### src/rtl/uart_pkg.sv
// Shared types and helpers for the UART transmit arbiter slice.
package uart_pkg;

  typedef enum logic [1:0] {
    IDLE      = 2'd0,
    LAUNCH    = 2'd1,
    WAIT_DONE = 2'd2
  } arb_state_t;

  localparam int UART_DATA_W = 8;

  // LSB position of lane idx in a packed bus of w-bit lanes
  function automatic int lane_lsb(input int idx, input int w);
    return idx * w;
  endfunction

endpackage

### src/rtl/uart_rr_pick.sv
// Combinational rotating-priority encoder: first set request at or above rr_ptr, wrapping.
module uart_rr_pick #(
  parameter  int N = 4,
  localparam int W = $clog2(N)
) (
  input  logic [N-1:0] req,
  input  logic [W-1:0] rr_ptr,
  output logic         any,
  output logic [W-1:0] winner,
  output logic [N-1:0] grant
);

  logic [W:0]   sum;
  logic [W-1:0] idx;

  always_comb begin
    winner = '0;
    sum    = '0;
    idx    = '0;
    // Walk from the farthest offset down so the nearest requester is written last
    for (int k = N - 1; k >= 0; k--) begin
      sum = {1'b0, rr_ptr} + (W + 1)'(k);
      if (sum >= (W + 1)'(N)) begin
        sum = sum - (W + 1)'(N);
      end
      idx = sum[W-1:0];
      if (req[idx]) begin
        winner = idx;
      end
    end
  end

  always_comb begin
    any   = |req;
    grant = '0;
    if (any) begin
      grant[winner] = 1'b1;
    end
  end

endmodule

### src/rtl/uart_tx_arbiter.sv
// Round-robin arbiter sharing one UART TX FSM among NUM_REQ byte sources.
// Optional watchdog on the frame is enabled with `define UART_TX_ARB_TIMEOUT_EN.
module uart_tx_arbiter
  import uart_pkg::*;
#(
  parameter  int NUM_REQ     = 4,
  parameter  int DATA_W      = UART_DATA_W,
  parameter  int TIMEOUT_CYC = 200000,
  localparam int ID_W        = $clog2(NUM_REQ)
) (
  input  logic                      clk,
  input  logic                      areset_n,
  input  logic                      sync_clr,
  input  logic [NUM_REQ-1:0]        req_valid,
  input  logic [NUM_REQ*DATA_W-1:0] req_data,
  output logic [NUM_REQ-1:0]        req_ready,
  output logic                      tx_en,
  output logic [DATA_W-1:0]         tx_data,
  input  logic                      tx_done,
  input  logic                      tx_busy,
  output logic [ID_W-1:0]           grant_id,
  output logic                      active,
  output logic                      timeout_err
);

  arb_state_t        state_reg, state_next;
  logic [ID_W-1:0]   rr_ptr_reg;
  logic [DATA_W-1:0] tx_data_reg;
  logic [ID_W-1:0]   grant_id_reg;
  logic              active_reg;

  logic [DATA_W-1:0] req_bytes [NUM_REQ];
  logic              pick_any;
  logic [ID_W-1:0]   pick_winner;
  logic [NUM_REQ-1:0] pick_grant;
  logic              accept;
  logic              timeout_hit;

  generate
    for (genvar gi = 0; gi < NUM_REQ; gi++) begin : g_lane
      assign req_bytes[gi] = req_data[lane_lsb(gi, DATA_W) +: DATA_W];
    end
  endgenerate

  uart_rr_pick #(.N(NUM_REQ)) u_pick (
    .req    (req_valid),
    .rr_ptr (rr_ptr_reg),
    .any    (pick_any),
    .winner (pick_winner),
    .grant  (pick_grant)
  );

  // A clear in progress must not hand out a strobe whose byte would be dropped
  assign accept    = (state_reg == IDLE) && pick_any && !tx_busy && !sync_clr;
  assign req_ready = accept ? pick_grant : '0;
  assign tx_en     = (state_reg == LAUNCH);
  assign tx_data   = tx_data_reg;
  assign grant_id  = grant_id_reg;
  assign active    = active_reg;

  always_comb begin
    state_next = state_reg;
    case (state_reg)
      IDLE:      if (accept) state_next = LAUNCH;
      LAUNCH:    state_next = WAIT_DONE;
      WAIT_DONE: if (tx_done || timeout_hit) state_next = IDLE;
      default:   state_next = IDLE;
    endcase
  end

  always_ff @(posedge clk or negedge areset_n) begin
    if (!areset_n) begin
      state_reg    <= IDLE;
      rr_ptr_reg   <= '0;
      tx_data_reg  <= '0;
      grant_id_reg <= '0;
      active_reg   <= 1'b0;
    end else if (sync_clr) begin
      state_reg    <= IDLE;
      rr_ptr_reg   <= '0;
      tx_data_reg  <= '0;
      grant_id_reg <= '0;
      active_reg   <= 1'b0;
    end else begin
      state_reg <= state_next;
      if (accept) begin
        tx_data_reg  <= req_bytes[pick_winner];
        grant_id_reg <= pick_winner;
        rr_ptr_reg   <= (pick_winner == ID_W'(NUM_REQ - 1)) ? '0 : pick_winner + 1'b1;
        active_reg   <= 1'b1;
      end else if (state_reg == WAIT_DONE && state_next == IDLE) begin
        active_reg <= 1'b0;
      end
    end
  end

`ifdef UART_TX_ARB_TIMEOUT_EN
  localparam int CNT_W = $clog2(TIMEOUT_CYC + 1);

  logic [CNT_W-1:0] to_cnt_reg;
  logic             timeout_err_reg;

  // Count starts at the launch cycle so the flag lands TIMEOUT_CYC cycles after tx_en
  assign timeout_hit = (state_reg == WAIT_DONE) && !tx_done &&
                       (to_cnt_reg == CNT_W'(TIMEOUT_CYC - 1));
  assign timeout_err = timeout_err_reg;

  always_ff @(posedge clk or negedge areset_n) begin
    if (!areset_n) begin
      to_cnt_reg      <= '0;
      timeout_err_reg <= 1'b0;
    end else if (sync_clr) begin
      to_cnt_reg      <= '0;
      timeout_err_reg <= 1'b0;
    end else begin
      if (accept) begin
        to_cnt_reg <= '0;
      end else if (state_reg != IDLE) begin
        to_cnt_reg <= to_cnt_reg + 1'b1;
      end
      if (timeout_hit) begin
        timeout_err_reg <= 1'b1;
      end
    end
  end
`else
  assign timeout_hit = 1'b0;
  assign timeout_err = 1'b0;
`endif

endmodule
### config.mk
export PLATFORM = sky130hd
export DESIGN_NAME = uart_tx_arbiter
export DESIGN_NICKNAME = d
export VERILOG_FILES = /design/src/rtl/uart_pkg.sv /design/src/rtl/uart_rr_pick.sv /design/src/rtl/uart_tx_arbiter.sv
export SDC_FILE = /design/constraint.sdc
export NUM_CORES = 1
export LEC_CHECK = 0
export ABC_AREA = 0
export CAP_MARGIN = 20
export CORE_MARGIN = 1.5
export CORE_UTILIZATION = 40
export CTS_BUF_LIST = sky130_fd_sc_hd__clkbuf_8
export CTS_CLUSTER_SIZE = 16
export DETAILED_ROUTE_END_ITERATION = 10
export GPL_ROUTABILITY_DRIVEN = 1
export PLACE_DENSITY = 0.91
export SYNTH_ARGS = -nofsm -noshare
export SYNTH_HDL_FRONTEND = slang
export SYNTH_SLANG_ARGS = --single-unit
### constraint.sdc
create_clock -name clk -period 2.2 [get_ports clk]
set_input_delay 0.33 -clock clk [delete_from_list [all_inputs] [get_ports clk]]
set_output_delay 0.33 -clock clk [all_outputs]
set_load 0.03 [all_outputs]
* After elaboration in Yosys (flattened, before gate mapping)
Index checks and enable logic that the tools add are counted.
** Word-level totals
- Register bits after elaboration :: 15
- Input bits :: 41
- Output and inout port bits :: 17
- Logic and storage cells :: 77
** Cells by class
- Add/subtract/negate cells :: 8
- $lt $le $gt $ge :: 11
- Equality and inequality tests :: 3
- Multiplexer cells :: 37
- Bitwise gates (word level) :: 1
- Reductions and logical operators :: 12
** Operator list (count)
- $mux W2 :: 16
- $mux W8 :: 4
- $bmux W8 S2 :: 1
- $lt A2 B3 Y1 const B :: 5
- $ge A3 B3 Y1 const B :: 4
- $bmux W1 S2 :: 4
- $mux W1 :: 8
- $mux W4 :: 2
- $sub A2 B1 Y2 const B :: 4
- $add A2 B2 Y3 const B :: 2
- $pmux W2 S3 :: 1
- $logic_and A1 B1 Y1 :: 5
- $eq A2 B2 Y1 const B :: 2
- $logic_not A2 Y1 :: 2
- $reduce_or A4 Y1 :: 1
- $add A2 B1 Y3 const B :: 1
- $ge A2 B3 Y1 const B :: 1
- $not A2 Y3 :: 1
- $reduce_bool A3 Y1 :: 1
- $add A2 B1 Y2 const B :: 1
- $demux W1 S2 :: 1
- $eq A2 B1 Y1 const B :: 1
- $ge A2 B1 Y1 const B :: 1
- $logic_not A1 Y1 :: 2
- $reduce_bool A2 Y1 :: 1

* Depth between registers and ports, before layout
- Depth after elaboration :: 15
- Gate-level depth with buffers :: 7
- Gate-level depth less buffers :: 6

* Cells and area by module
Synthesis repeated with hierarchy kept, for this count alone.
** Second synthesis, totals
- Cell total of the unflattened synthesis :: 92
- Area, all modules :: 1062.3 um^2
** By module, submodules not included
- uart_tx_arbiter :: instances 1, cells an instance 58, area an instance 843.3 um^2
- uart_rr_pick :: instances 1, cells an instance 34, area an instance 219.0 um^2

* Worst setup path before layout
No wires, ideal clock.
- Path type :: flip-flop to output port
- From :: register rr_ptr_reg[0]
- To :: output port req_ready[0]
- Arrival :: 1658 ps
- Data required time :: 1870 ps
- Slack :: 212 ps
- Stages on the path, launching flop included :: 8
- Path buffers :: 1
- Cell sequence :: dfrtp_1 > nand2b_1 > a21oi_1 > clkbuf_2 > nor2_1 > inv_1 > ha_1 > and2_1
** On the way
- Word-level cells in the longest chain between the ends :: 15
- Elaborated cells on any way between the ends :: 34
** RTL lines
- from (decl) :: line uart_tx_arbiter.sv:27 : logic [ID_W-1:0] rr_ptr_reg;
- from (signal assigned) :: line uart_tx_arbiter.sv:89 : rr_ptr_reg <= (pick_winner == ID_W'(NUM_REQ - 1)) ? '0 : pick_winner + 1'b1;
- $add A2 B2 Y3 :: line uart_rr_pick.sv:22 : sum = {1'b0, rr_ptr} + (W + 1)'(k);
- $ge A3 B3 Y1 or $sub A2 B1 Y2 (tied branches) :: line uart_rr_pick.sv:23, uart_rr_pick.sv:24
- $mux W2 :: line uart_rr_pick.sv:23 : if (sum >= (W + 1)'(N)) begin
- $bmux W1 S2 :: line uart_rr_pick.sv:27 : if (req[idx]) begin
- $mux W1 (implied by the code) :: line uart_rr_pick.sv:27
- $mux W2 (3 in a row) :: line uart_rr_pick.sv:27
- $mux W2 (*) :: line uart_rr_pick.sv:27
- $lt A2 B3 Y1 (implied by the code) or $ge A2 B1 Y1 (tied branches) :: line uart_rr_pick.sv:37 : grant[winner] = 1'b1;
- $logic_and A1 B1 Y1 (implied by the code) :: line uart_rr_pick.sv:37
- $mux W1 (implied by the code) :: line uart_rr_pick.sv:37
- $demux W1 S2 (*)
- $mux W4 (*) :: line uart_rr_pick.sv:36 : if (any) begin
- $mux W4 (*) :: line uart_tx_arbiter.sv:55 : assign req_ready = accept ? pick_grant : '0;
- to (decl) :: line uart_tx_arbiter.sv:16 : output logic [NUM_REQ-1:0] req_ready,
Mark *: on every way between the ends. The rest lies on a longest branch, timed or not. The select of a mux whose other input is x is not followed.

* Worst setup path in the final report
- From :: register rr_ptr_reg[1]
- To :: output port req_ready[0]
The elaborated chain is that of the path after synthesis.

==> summary.txt <==
Worst setup path
  – CP endpoint kind: primary output
  – Max stage delay on crit path: 0.39 ns
  – Arrival time at the worst endpoint: 1.80 ns
  – Worst reg2reg setup slack: 0.43 ns
  – CP Class: reg2out
  – CP required: 1.87 ns
  – Crit Path Max Fanout: 3
  – Crit-path cells: and2_4, o21a_1, nor3_4, inv_2, ha_1, and2_1, buf_2
  – Worst setup SP type: flip-flop
  – Worst path slowest cell: dfrtp_1

Floorplan
  – Core Footprint: 2500 um2
  – # rows: 18
  – Die X-Extent: 54.7 um
  – Initial Util: 0.427
  – # IOs: 58
  – Die height: 54.7 um
  – Die ar.: 2990 um2

Global routing
  – Vias in the first global route: 1258
  – First-pass GRT wire length: 5.35 mm
  – Met1 usage: 0.279
  – Initial antenna violation count: 0
  – Gr busiest metal: met2
  – Pin count of the biggest net entering global routing: 17
  – Grt total ovfl: 0
  – Tot GR Track Use: 0.254
  – Met2 track demand over resource: 0.472
  – Met3 usage: 0.0437

Placed design
  – HPWL after detailed placement: 2.58 mm
  – GPL Wtd Cong: 0.826
  – Input/output buffers: 56

Run
  – Max cap viols: 0

Final layout
  – Commonest non-fill, non-tap cell in the layout: clkdlybuf4s50_1
  – Share of cells above drive strength 1: 0.202
  – Layout area overhead: 71.7%
  – Max FFs per register: 8
  – Commonest non-fill, non-tap cells in the layout: clkdlybuf4s50_1, nand3_1, buf_4, dfrtp_1, o21ai_0
  – Filler cell count: 204
  – Ant. Diodes: 0
  – Final nets: 239

Clock tree
  – CTS Buf Count: 3
  – Max Buffers Root-to-Sink: 2
  – Clk root buf: clkbuf_8
  – H-tree depth: 1
  – TritonCTS clock tree: done
  – CTS clock-pin slew for the worst setup and hold paths: 0.07 ns
  – Clk_lat worst skew: 0.25 ns
  – Sink Count: 15

Synthesis
  – Synth Register Bits: 15
  – Yosys warning count: 0
  – Post-Synth XOR/XNOR Area: 0
  – Synth Area in Simple Gates: 0.279
  – Largest cells by area after synthesis: dfrtp_1, nand3_1, a32o_1, o21ai_0, ha_1
  – Adder-Cell Fraction of Synth Area: 0.0468
  – Synth Area in Compound Gates: 0.247
  – Mux share of post-synthesis cell area: 0
  – Mapped Nets: 166
  – Cell area after synthesis: 1070 um2
  – Cell accounting for the most synthesized area: dfrtp_1
  – Distinct cells, synth: 34
  – Seq/Total Area, Yosys: 0.351
  – Synth top area share: 0.351
  – Mapped Cells: 121
  – Largest family of logic cells by synthesized area: simple AND/OR/NAND/NOR gates
  – Syn Area/Cell: 8.83 um2

Power and ir drop
  – Leakage: 0.806 nW
  – PwrDens: 553 nW/um2
  – Max VDD drop: 384 uV
  – Pwr Total: 1.01 mW

Detailed routing
  – Final wirelength: 3.45 mm
  – Average wire per standard cell: 15.5 um
  – Vias per inst: 5.62
  – Post-DRT Antenna Nets: 0
  – Via Count: 1253
  – DR pass1 iterations: 4
  – Residual DRC: 0
  – Iteration-0 DRC Markers: 30

Timing
  – Final Hold Fails: 0
  – Fmax: 469 MHz
  – Period utilisation layout: 0.970
  – Max-slew violations: 0
  – Setup violators final: 0
  – Fin Setup TNS: 0 ns
  – Min cycle time layout: 2.13 ns
  – Max_slew headroom: 0.542
  – Skew final: 0.00233 ns
  – Worst Tran Pin Value: 0.685 ns

Min path
  – Worst min path class: in2async

Outcome
  – Status: finished clean
-- synthesized netlist by cell type, drive strengths merged --
library cell / n
nand2: 1
buf: 6
nand3: 32
nor4: 1
nor3b: 1
a32o: 8
o21ai: 16
o21a: 1
ha: 4
o211a: 2
nor2: 5
nand3b: 1
nor3: 1
inv: 5
or4: 1
a22o: 4
nand2b: 3
and2: 6
dfrtp: 15
a21o: 1
clkbuf: 2
conb: 1
nor2b: 1
o211ai: 1
a31o: 1
a21oi: 1
-- final timing paths --
| path | startpoint | endpoint | depth (start not counted) |
|---|---|---|---|
| min in group clk | tx_data[2] | tx_data[2] | 1 |
| max | rr_ptr_reg[1] | req_ready[0] | 7 |
| min | areset_n | grant_id[1] | 1 |
| min reg2reg | tx_data[2] | tx_data[2] | 1 |
| max reg2reg | rr_ptr_reg[1] | tx_data[2] | 7 |
| max in group asynchronous | areset_n | tx_data[7] | 1 |
-- worst max-delay path: cells and delay by family, from the launching register on --
family	cells	cell delay, ns
buffers and inverters	2	0.25
AO/OA/AOI/OAI	1	0.19
flip-flops	1	0.39
adder cells (fa/ha/maj)	1	0.19
AND/OR/NAND/NOR	3	0.54
-- stage by stage --
step	cells	utilization	instance area, um2	hold WS (ns)	setup WS [ns]
final	223	0.734	1830	0.497	0.0662
after global routing	223	0.734	1830	0.518	-0.00690
after CTS	222	0.728	1820	0.498	0.0219
after detailed placement	214	0.686	1720	0.484	-0.521
after global placement	214	0.686	1720	0.479	-0.478
after floorplan	121	-	1070	0.0344	0.212
-- cell type report --
cell class,count,area (um2),share of cell area
sequential,15,375,0.205
clock buffer,3,41.3,0.0225
inverter,5,18.8,0.0102
multi-input combinational,93,641,0.349
timing repair buffer,76,716,0.390
tap,30,37.5,0.0205
clock inverter,1,5.00,0.00273
-- metal layers --
metal | vias up | routed length, um
met5 | - | 0
met2 | 56 | 1860
met1 | 597 | 1310
met3 | 8 | 218
li1 | 592 | -
met4 | 0 | 62
-- cells by family after synthesis --
family | after synthesis
buffers and inverters | 13
AND/OR/NAND/NOR | 53
AO/OA/AOI/OAI | 35
other | 1
adder cells (fa/ha/maj) | 4
flip-flops | 15
-- where the power goes --
group / internal [mW] / total [mW] / switching (mW)
Sequential: 0.303 / 0.322 / 0.0187
Combinational: 0.230 / 0.466 / 0.236
Clock: 0.125 / 0.226 / 0.101
-- what timing repair did --
action                     4_1_cts  5_1_grt
pin swaps                        5        1
hold buffers                     0        0
gates resized for setup         24        3
setup endpoints to repair        4        4
cloned                           0        0
buffers inserted                 4        1
Note: power is estimated with default switching activity, not from simulation.
